===== src/rtl/multiplier_pkg.sv =====
// ---------------------------------------------------------------------------
// multiplier_pkg
//   Shared definitions for the Kyber multiply/reduce path.
//   - DATA_LENGTH : width of the unreduced product bus to the reducer
//   - KYBER_Q     : Kyber modulus q
//   - KYBER_BL    : bit length of a coefficient mod q
//   - mul_state_e : control states of the sequential shift-add multiplier
// ---------------------------------------------------------------------------
package multiplier_pkg;

  localparam int DATA_LENGTH = 32;
  localparam int KYBER_Q     = 3329;
  localparam int KYBER_BL    = 12;

  typedef enum logic [1:0] {
    MUL_IDLE = 2'd0,
    MUL_RUN  = 2'd1,
    MUL_DONE = 2'd2
  } mul_state_e;

endpackage


===== src/rtl/shiftadd_mul_step.sv =====
// ---------------------------------------------------------------------------
// shiftadd_mul_step
//   Combinational single-iteration datapath of the shift-add multiplier:
//   conditionally adds the shifted multiplicand into the accumulator, then
//   shifts the multiplicand left and the multiplier right.
//
//   Build option: SHIFTADD_MUL_RADIX4_EN
//     undefined : one multiplier bit per iteration (radix-2)
//     defined   : two multiplier bits per iteration (radix-4)
//
// Ports
//   acc        in   DATA_LENGTH  current accumulator
//   a_sh       in   DATA_LENGTH  current shifted multiplicand
//   b_sh       in   OP_WIDTH     current shifted multiplier
//   acc_next   out  DATA_LENGTH  accumulator after this iteration
//   a_sh_next  out  DATA_LENGTH  multiplicand after this iteration
//   b_sh_next  out  OP_WIDTH     multiplier after this iteration
// ---------------------------------------------------------------------------
module shiftadd_mul_step
  import multiplier_pkg::*;
#(
  parameter int OP_WIDTH = 12
) (
  input  logic [DATA_LENGTH-1:0] acc,
  input  logic [DATA_LENGTH-1:0] a_sh,
  input  logic [OP_WIDTH-1:0]    b_sh,
  output logic [DATA_LENGTH-1:0] acc_next,
  output logic [DATA_LENGTH-1:0] a_sh_next,
  output logic [OP_WIDTH-1:0]    b_sh_next
);

`ifdef SHIFTADD_MUL_RADIX4_EN
  // Partial product selected by the low multiplier digit: {0, a, 2a, 3a}.
  logic [DATA_LENGTH-1:0] addend;

  always_comb begin
    addend = '0;
    case (b_sh[1:0])
      2'd0:    addend = '0;
      2'd1:    addend = a_sh;
      2'd2:    addend = a_sh << 1;
      default: addend = a_sh + (a_sh << 1);
    endcase
  end

  assign acc_next  = acc + addend;
  assign a_sh_next = a_sh << 2;
  assign b_sh_next = b_sh >> 2;
`else
  assign acc_next  = b_sh[0] ? (acc + a_sh) : acc;
  assign a_sh_next = a_sh << 1;
  assign b_sh_next = b_sh >> 1;
`endif

endmodule


===== src/rtl/shiftadd_mul_seq.sv =====
// ---------------------------------------------------------------------------
// shiftadd_mul_seq
//   Sequential shift-add multiplier feeding the Kyber modular reducer.
//   Accepts an operand pair in IDLE, iterates in RUN (fixed latency, no early
//   exit), and presents the unreduced product in DONE until accepted.
//
//   Build option: SHIFTADD_MUL_RADIX4_EN (see shiftadd_mul_step). With it,
//   RUN lasts OP_WIDTH/2 cycles instead of OP_WIDTH; results are identical.
//
// Handshake: a transfer happens on a rising edge where valid and ready are
//   both high. valid_i is only looked at in IDLE (ready_o=1); ready_i is only
//   looked at in DONE (valid_o=1). The DONE->IDLE return takes one cycle, so
//   the next operand pair is accepted at the earliest one cycle later.
//
// Ports
//   clk_i      in   1            clock, rising edge
//   rst_i      in   1            asynchronous active-high reset
//   valid_i    in   1            operand pair valid
//   ready_o    out  1            block can accept operands (IDLE)
//   a_i        in   OP_WIDTH     multiplicand
//   b_i        in   OP_WIDTH     multiplier
//   valid_o    out  1            product valid (DONE)
//   ready_i    in   1            downstream accepts product
//   product_o  out  DATA_LENGTH  a*b zero-extended; holds last accumulator
//   busy_o     out  1            high while iterating (RUN)
// ---------------------------------------------------------------------------
module shiftadd_mul_seq
  import multiplier_pkg::*;
#(
  parameter int OP_WIDTH = 12
) (
  input  logic                   clk_i,
  input  logic                   rst_i,
  input  logic                   valid_i,
  output logic                   ready_o,
  input  logic [OP_WIDTH-1:0]    a_i,
  input  logic [OP_WIDTH-1:0]    b_i,
  output logic                   valid_o,
  input  logic                   ready_i,
  output logic [DATA_LENGTH-1:0] product_o,
  output logic                   busy_o
);

`ifdef SHIFTADD_MUL_RADIX4_EN
  localparam int ITER = OP_WIDTH / 2;
  if (OP_WIDTH % 2 != 0) begin : g_odd_width
    $error("shiftadd_mul_seq: OP_WIDTH must be even in the radix-4 build");
  end
`else
  localparam int ITER = OP_WIDTH;
`endif

  // The counter must hold ITER itself (value after the last increment).
  localparam int CNT_W = $clog2(ITER + 1);

  if (2 * OP_WIDTH > DATA_LENGTH) begin : g_too_wide
    $error("shiftadd_mul_seq: 2*OP_WIDTH exceeds DATA_LENGTH");
  end

  // State is kept as a named signal so checkers can observe it directly.
  mul_state_e state;
  mul_state_e state_next;

  logic [DATA_LENGTH-1:0] acc;
  logic [DATA_LENGTH-1:0] a_sh;
  logic [OP_WIDTH-1:0]    b_sh;
  logic [CNT_W-1:0]       cnt;

  logic [DATA_LENGTH-1:0] acc_step;
  logic [DATA_LENGTH-1:0] a_sh_step;
  logic [OP_WIDTH-1:0]    b_sh_step;

  logic accept;
  logic last_iter;

  shiftadd_mul_step #(
    .OP_WIDTH (OP_WIDTH)
  ) u_step (
    .acc       (acc),
    .a_sh      (a_sh),
    .b_sh      (b_sh),
    .acc_next  (acc_step),
    .a_sh_next (a_sh_step),
    .b_sh_next (b_sh_step)
  );

  assign last_iter = (cnt == CNT_W'(ITER - 1));

  // State register.
  always_ff @(posedge clk_i or posedge rst_i) begin
    if (rst_i) begin
      state <= MUL_IDLE;
    end else begin
      state <= state_next;
    end
  end

  // Next state and handshake outputs; outputs depend on state only.
  always_comb begin
    state_next = state;
    ready_o    = 1'b0;
    valid_o    = 1'b0;
    busy_o     = 1'b0;
    accept     = 1'b0;
    case (state)
      MUL_IDLE: begin
        ready_o = 1'b1;
        if (valid_i) begin
          accept     = 1'b1;
          state_next = MUL_RUN;
        end
      end
      MUL_RUN: begin
        busy_o = 1'b1;
        if (last_iter) begin
          state_next = MUL_DONE;
        end
      end
      MUL_DONE: begin
        valid_o = 1'b1;
        if (ready_i) begin
          state_next = MUL_IDLE;
        end
      end
      default: begin
        state_next = MUL_IDLE;
      end
    endcase
  end

  // Datapath registers: load on acceptance, step every RUN cycle, hold
  // otherwise (acc stays visible on product_o after the operation).
  always_ff @(posedge clk_i or posedge rst_i) begin
    if (rst_i) begin
      acc  <= '0;
      a_sh <= '0;
      b_sh <= '0;
      cnt  <= '0;
    end else if (accept) begin
      acc  <= '0;
      a_sh <= DATA_LENGTH'(a_i);
      b_sh <= b_i;
      cnt  <= '0;
    end else if (state == MUL_RUN) begin
      acc  <= acc_step;
      a_sh <= a_sh_step;
      b_sh <= b_sh_step;
      cnt  <= cnt + CNT_W'(1);
    end
  end

  assign product_o = acc;

endmodule


===== config.mk =====
export PLATFORM = sky130hd
export DESIGN_NAME = shiftadd_mul_seq
export DESIGN_NICKNAME = d
export VERILOG_FILES = /design/src/rtl/multiplier_pkg.sv /design/src/rtl/shiftadd_mul_step.sv /design/src/rtl/shiftadd_mul_seq.sv
export SDC_FILE = /design/constraint.sdc
export NUM_CORES = 1
export LEC_CHECK = 0
export CAP_MARGIN = 5
export CELL_PAD_IN_SITES_DETAIL_PLACEMENT = 1
export CELL_PAD_IN_SITES_GLOBAL_PLACEMENT = 1
export CORE_MARGIN = 2
export CORE_UTILIZATION = 35
export CTS_CLUSTER_DIAMETER = 50
export DETAILED_ROUTE_END_ITERATION = 10
export GPL_TIMING_DRIVEN = 0
export PLACE_DENSITY = 0.74
export SLEW_MARGIN = 30
export SYNTH_ARGS = -nofsm -noshare
export SYNTH_HDL_FRONTEND = slang
export SYNTH_SLANG_ARGS = --single-unit

===== constraint.sdc =====
create_clock -name clk_i -period 3.9 [get_ports clk_i]
set_clock_uncertainty 0.05 [all_clocks]
set_input_delay 0.78 -clock clk_i [delete_from_list [all_inputs] [get_ports clk_i]]
set_output_delay 0.78 -clock clk_i [all_outputs]
set_load 0.005 [all_outputs]

==> results of run 1 <==
[cell usage in the layout, fill, tap and decap left out, drive strengths merged, types with 3 or more instances in the layout]
cell type	synthesis	layout
o21bai	3	3
nand2	134	134
a22o	3	3
nor2	21	21
a211oi	5	5
o21ai	70	70
o211ai	4	4
nand4	5	5
o31ai	3	3
a22oi	22	22
o21a	4	4
and3	5	5
xnor2	10	10
mux2i	3	3
xor2	14	14
nand3	7	7
ha	32	32
a21oi	27	27
clkbuf	21	31
nor2b	3	3
clkdlybuf4s50	0	62
dfrtp	82	82
a21o	10	10
and2	4	4
inv	9	12
a31oi	3	3
[layout make-up]
class / instances / share of cell area [%]
Buffer: 22 / 1.39
Clock inverter: 6 / 1.60
Clock buffer: 10 / 4.02
Timing Repair Buffer: 63 / 10.9
Tap cell: 176 / 3.70
Sequential cell: 82 / 34.5
Inverter: 9 / 0.652
Multi-Input combinational cell: 420 / 43.2
[state kept, by name, indices dropped and copies added, names as in the netlist]
signal and cells:
a_sh 32, product_o 32, state 2, b_sh 12, cnt 4
[worst max path at each step]
stage	startpoint	end	slack, ns	cells after the start
global route	state[1]$_DFFE_PP0P_	busy_o	0.05	6
detailed placement	state[1]$_DFFE_PP0P_	busy_o	0.63	6
CTS	state[1]$_DFFE_PP0P_	busy_o	0.24	6
global placement	rst_i	product_o[15]$_DFFE_PP0P_	-0.43	2
finish	state[1]$_DFFE_PP0P_	busy_o	0.29	6
floorplan	rst_i	a_sh[0]$_DFFE_PP0P_	0.96	1
[per-layer routing]
layer | share of wire, % | global-route usage [%]
met1 | 46 | 25.5
met2 | 49 | 34.7
met5 | 0 | 0
met3 | 3.4 | 3.49
met4 | 1.7 | 5.89
[stage by stage]
| step | total power [mW] | instances |
|---|---|---|
| after floorplan | 3.11 | 533 |
| after global placement | 3.88 | 771 |
| after detailed placement | 4.01 | 772 |
| after CTS | 5.01 | 788 |
| after global routing | 5.42 | 788 |
| final | 4.98 | 788 |
[critical path: cells and delay by family, from the launching register on]
family,cells,cell delay [ns]
AND/OR/NAND/NOR,1,0.15
buffers and inverters,5,1.89
flip-flops,1,0.40
[report_power, final]
part           switching, mW  internal, mW  total (mW)
combinational           1.45          1.05        2.50
sequential             0.304          1.20        1.51
clock                  0.381         0.587       0.968
total                   2.14          2.84        4.98
[cell families (layout without fill, tap and decap cells)]
kind of cell / Yosys count / after routing
adders and majority gates: 33 / 33
buffers and inverters: 31 / 110
muxes: 3 / 3
DFF: 82 / 82
xor gates and xnor gates: 24 / 24
AOI/OAI and AO/OA: 167 / 167
and+or+nand+nor: 193 / 193
==> flow_metrics.py, run 1 <==
metrics = {
    "outcome": {
        "run_status": "complete, no violations",
    },
    "finish": {
        "n_antenna_cell": 0,
        "final_cell_area_um2": 5950,
        "fill_cells": 1594,
        "regArea_um2": 2050,
        "post-route-util_pct": 44.9,
        "multi_input_area_um2": 2570,
        "syn_to_final_growth_pct": 25.5,
        "drive_above_1_share_pct": 5.23,
        "nNetsFinal": 668,
    },
    "synth": {
        "syn_area_um2": 4740,
        "synth_common_cells": "nand2_1, dfrtp_1, o21ai_0",
        "async_flop_share_pct": 100,
        "yosys_warnings": 0,
        "yosysSeqAreaShare_pct": 43.3,
        "synthSimpleGateAreaFrac_pct": 17.6,
        "yosys.cell_types.count": 53,
        "yosysTopAreaCellShare_pct": 43.3,
        "synth-xor-area-share_pct": 4.44,
        "synth_adder_area_share_pct": 8.87,
        "synth_most_common_cell": "nand2_1",
        "synth_flop_cell": "dfrtp_1",
        "synth-seq-cells": 82,
        "netlist_top_cells_area": "dfrtp_1, nand2_1, ha_1, o21ai_0, a22oi_1",
        "syn-num-nets": 594,
        "synth.largest_area_cell": "dfrtp_1",
        "synth_top_family_by_area": "compound AO/OA/AOI/OAI gates",
        "muxShareOfSynthArea_pct": 0.634,
        "syn_inst": 533,
        "synth_compound_area_share_pct": 22.7,
        "synth_edf_count": 0,
        "avgSynthCellArea_um2": 8.89,
    },
    "detailed_routing": {
        "first_iter_violations": 179,
        "totalWireLength_um": 13600,
        "ant_nets": 0,
        "firstDrtPassIters": 4,
        "drc_errors": 0,
        "viasPerCell": 5.43,
        "wl_per_cell_um": 17.2,
        "vias": 4279,
    },
    "global_routing": {
        "antenna_found_initial": 0,
        "grt_pass1_vias": 4636,
        "grt_pass1_wl_um": 22900,
        "overflow": 0,
        "grt_start_max_net_pins": 57,
        "track_usage_pct": 20.0,
    },
    "worst_hold_path": {
        "min-delay-start": "b_sh[4]$_DFFE_PP0P_",
        "min_path_cells": 2,
        "min_to": "b_sh[4]$_DFFE_PP0P_",
        "min_path_type": "reg -> reg",
    },
    "placement": {
        "io_buffers": 62,
        "routabilityCongestion": 0.922,
        "place_ws_ns": 0.628,
        "place_area_um2": 5610,
        "hpwl_um": 10100,
    },
    "setup_path": {
        "r2r_setup_slack_ns": 0.58,
        "crit_chain": "nand2b_1 > clkbuf_1 > inv_1 > clkbuf_1 > clkbuf_1 > clkdlybuf4s50_1",
        "crit_top_cell": "clkbuf_1",
        "slowest_delay_ns": 0.60,
        "reg2reg_to": "product_o[30]$_DFFE_PP0P_",
        "cp.required_ns": 3.07,
        "cp-start-kind": "flop",
        "regToRegStartpoint": "product_o[0]$_DFFE_PP0P_",
        "crit_fanout": 10,
        "path_class": "reg -> out",
        "cp-end-kind": "primary output",
        "r2r_cells": 11,
        "critPathArrivalTime_ns": 2.78,
        "slowest_stage": "clkdlybuf4s50_1",
    },
    "timing": {
        "worst_slew_pin_slew_ns": 0.711,
        "fin_worst_hold_slack_ns": 0.431,
        "fmax_mhz": 277,
        "fin_ws_ns": 0.286,
        "timing.final.hold_violations": 0,
        "drv_slew": 0,
        "relSlewSlack_pct": 52.6,
        "tns_ns": 0,
        "min_period_ns": 3.61,
        "setup_violations": 0,
        "rsz0062_at_grt": "false",
        "post-route-period-util_pct": 92.7,
    },
    "floorplan": {
        "initial_core_util_pct": 35.8,
        "die_h_um": 120,
        "ios": 63,
        "die_w_um": 120,
        "rows": 42,
        "core_um2": 13200,
        "die_area_um2": 14500,
    },
    "clock_tree": {
        "h-tree-depth": 3,
        "cts_setup_buffers": 0,
        "cts_tree": "done",
        "clockRootBuffer": "clkbuf_16",
        "cts_resized": 0,
        "cts_made_buffers": 9,
        "clk-insertion-delay-late_ns": 0.35,
        "ctsHoldBuffers": 0,
        "clock_path_buffers": 2,
        "cts.sinks": 82,
        "clkTransAtPathRegs_ns": 0.06,
    },
    "power_and_ir_drop": {
        "p_leak_nw": 2.68,
        "power_density_nw_per_um2": 837,
        "vdd_drop_max_v": 0.000318,
    },
    "flow_run": {
        "drv_cap": 0,
    },
}
No activity file was read; power rests on OpenSTA's default activity.
==> run 2: changes to the inputs <==
SETUP_SLACK_MARGIN = 0.1   (was unset)
clock period = 4.6 ns   (was 3.9 ns; I/O delays follow)
==> results of run 2 <==
Same layout as run 1 (identical final DEF). Status: complete, no violations.
Among the figures that moved: setup slack after placement 0.628 ns -> 1.19 ns; setup slack after layout 0.286 ns -> 0.846 ns; register-to-register setup slack 0.58 ns -> 1.28 ns; total power 4.98 mW -> 4.22 mW; worst IR drop on VDD 0.000318 V -> 0.000269 V
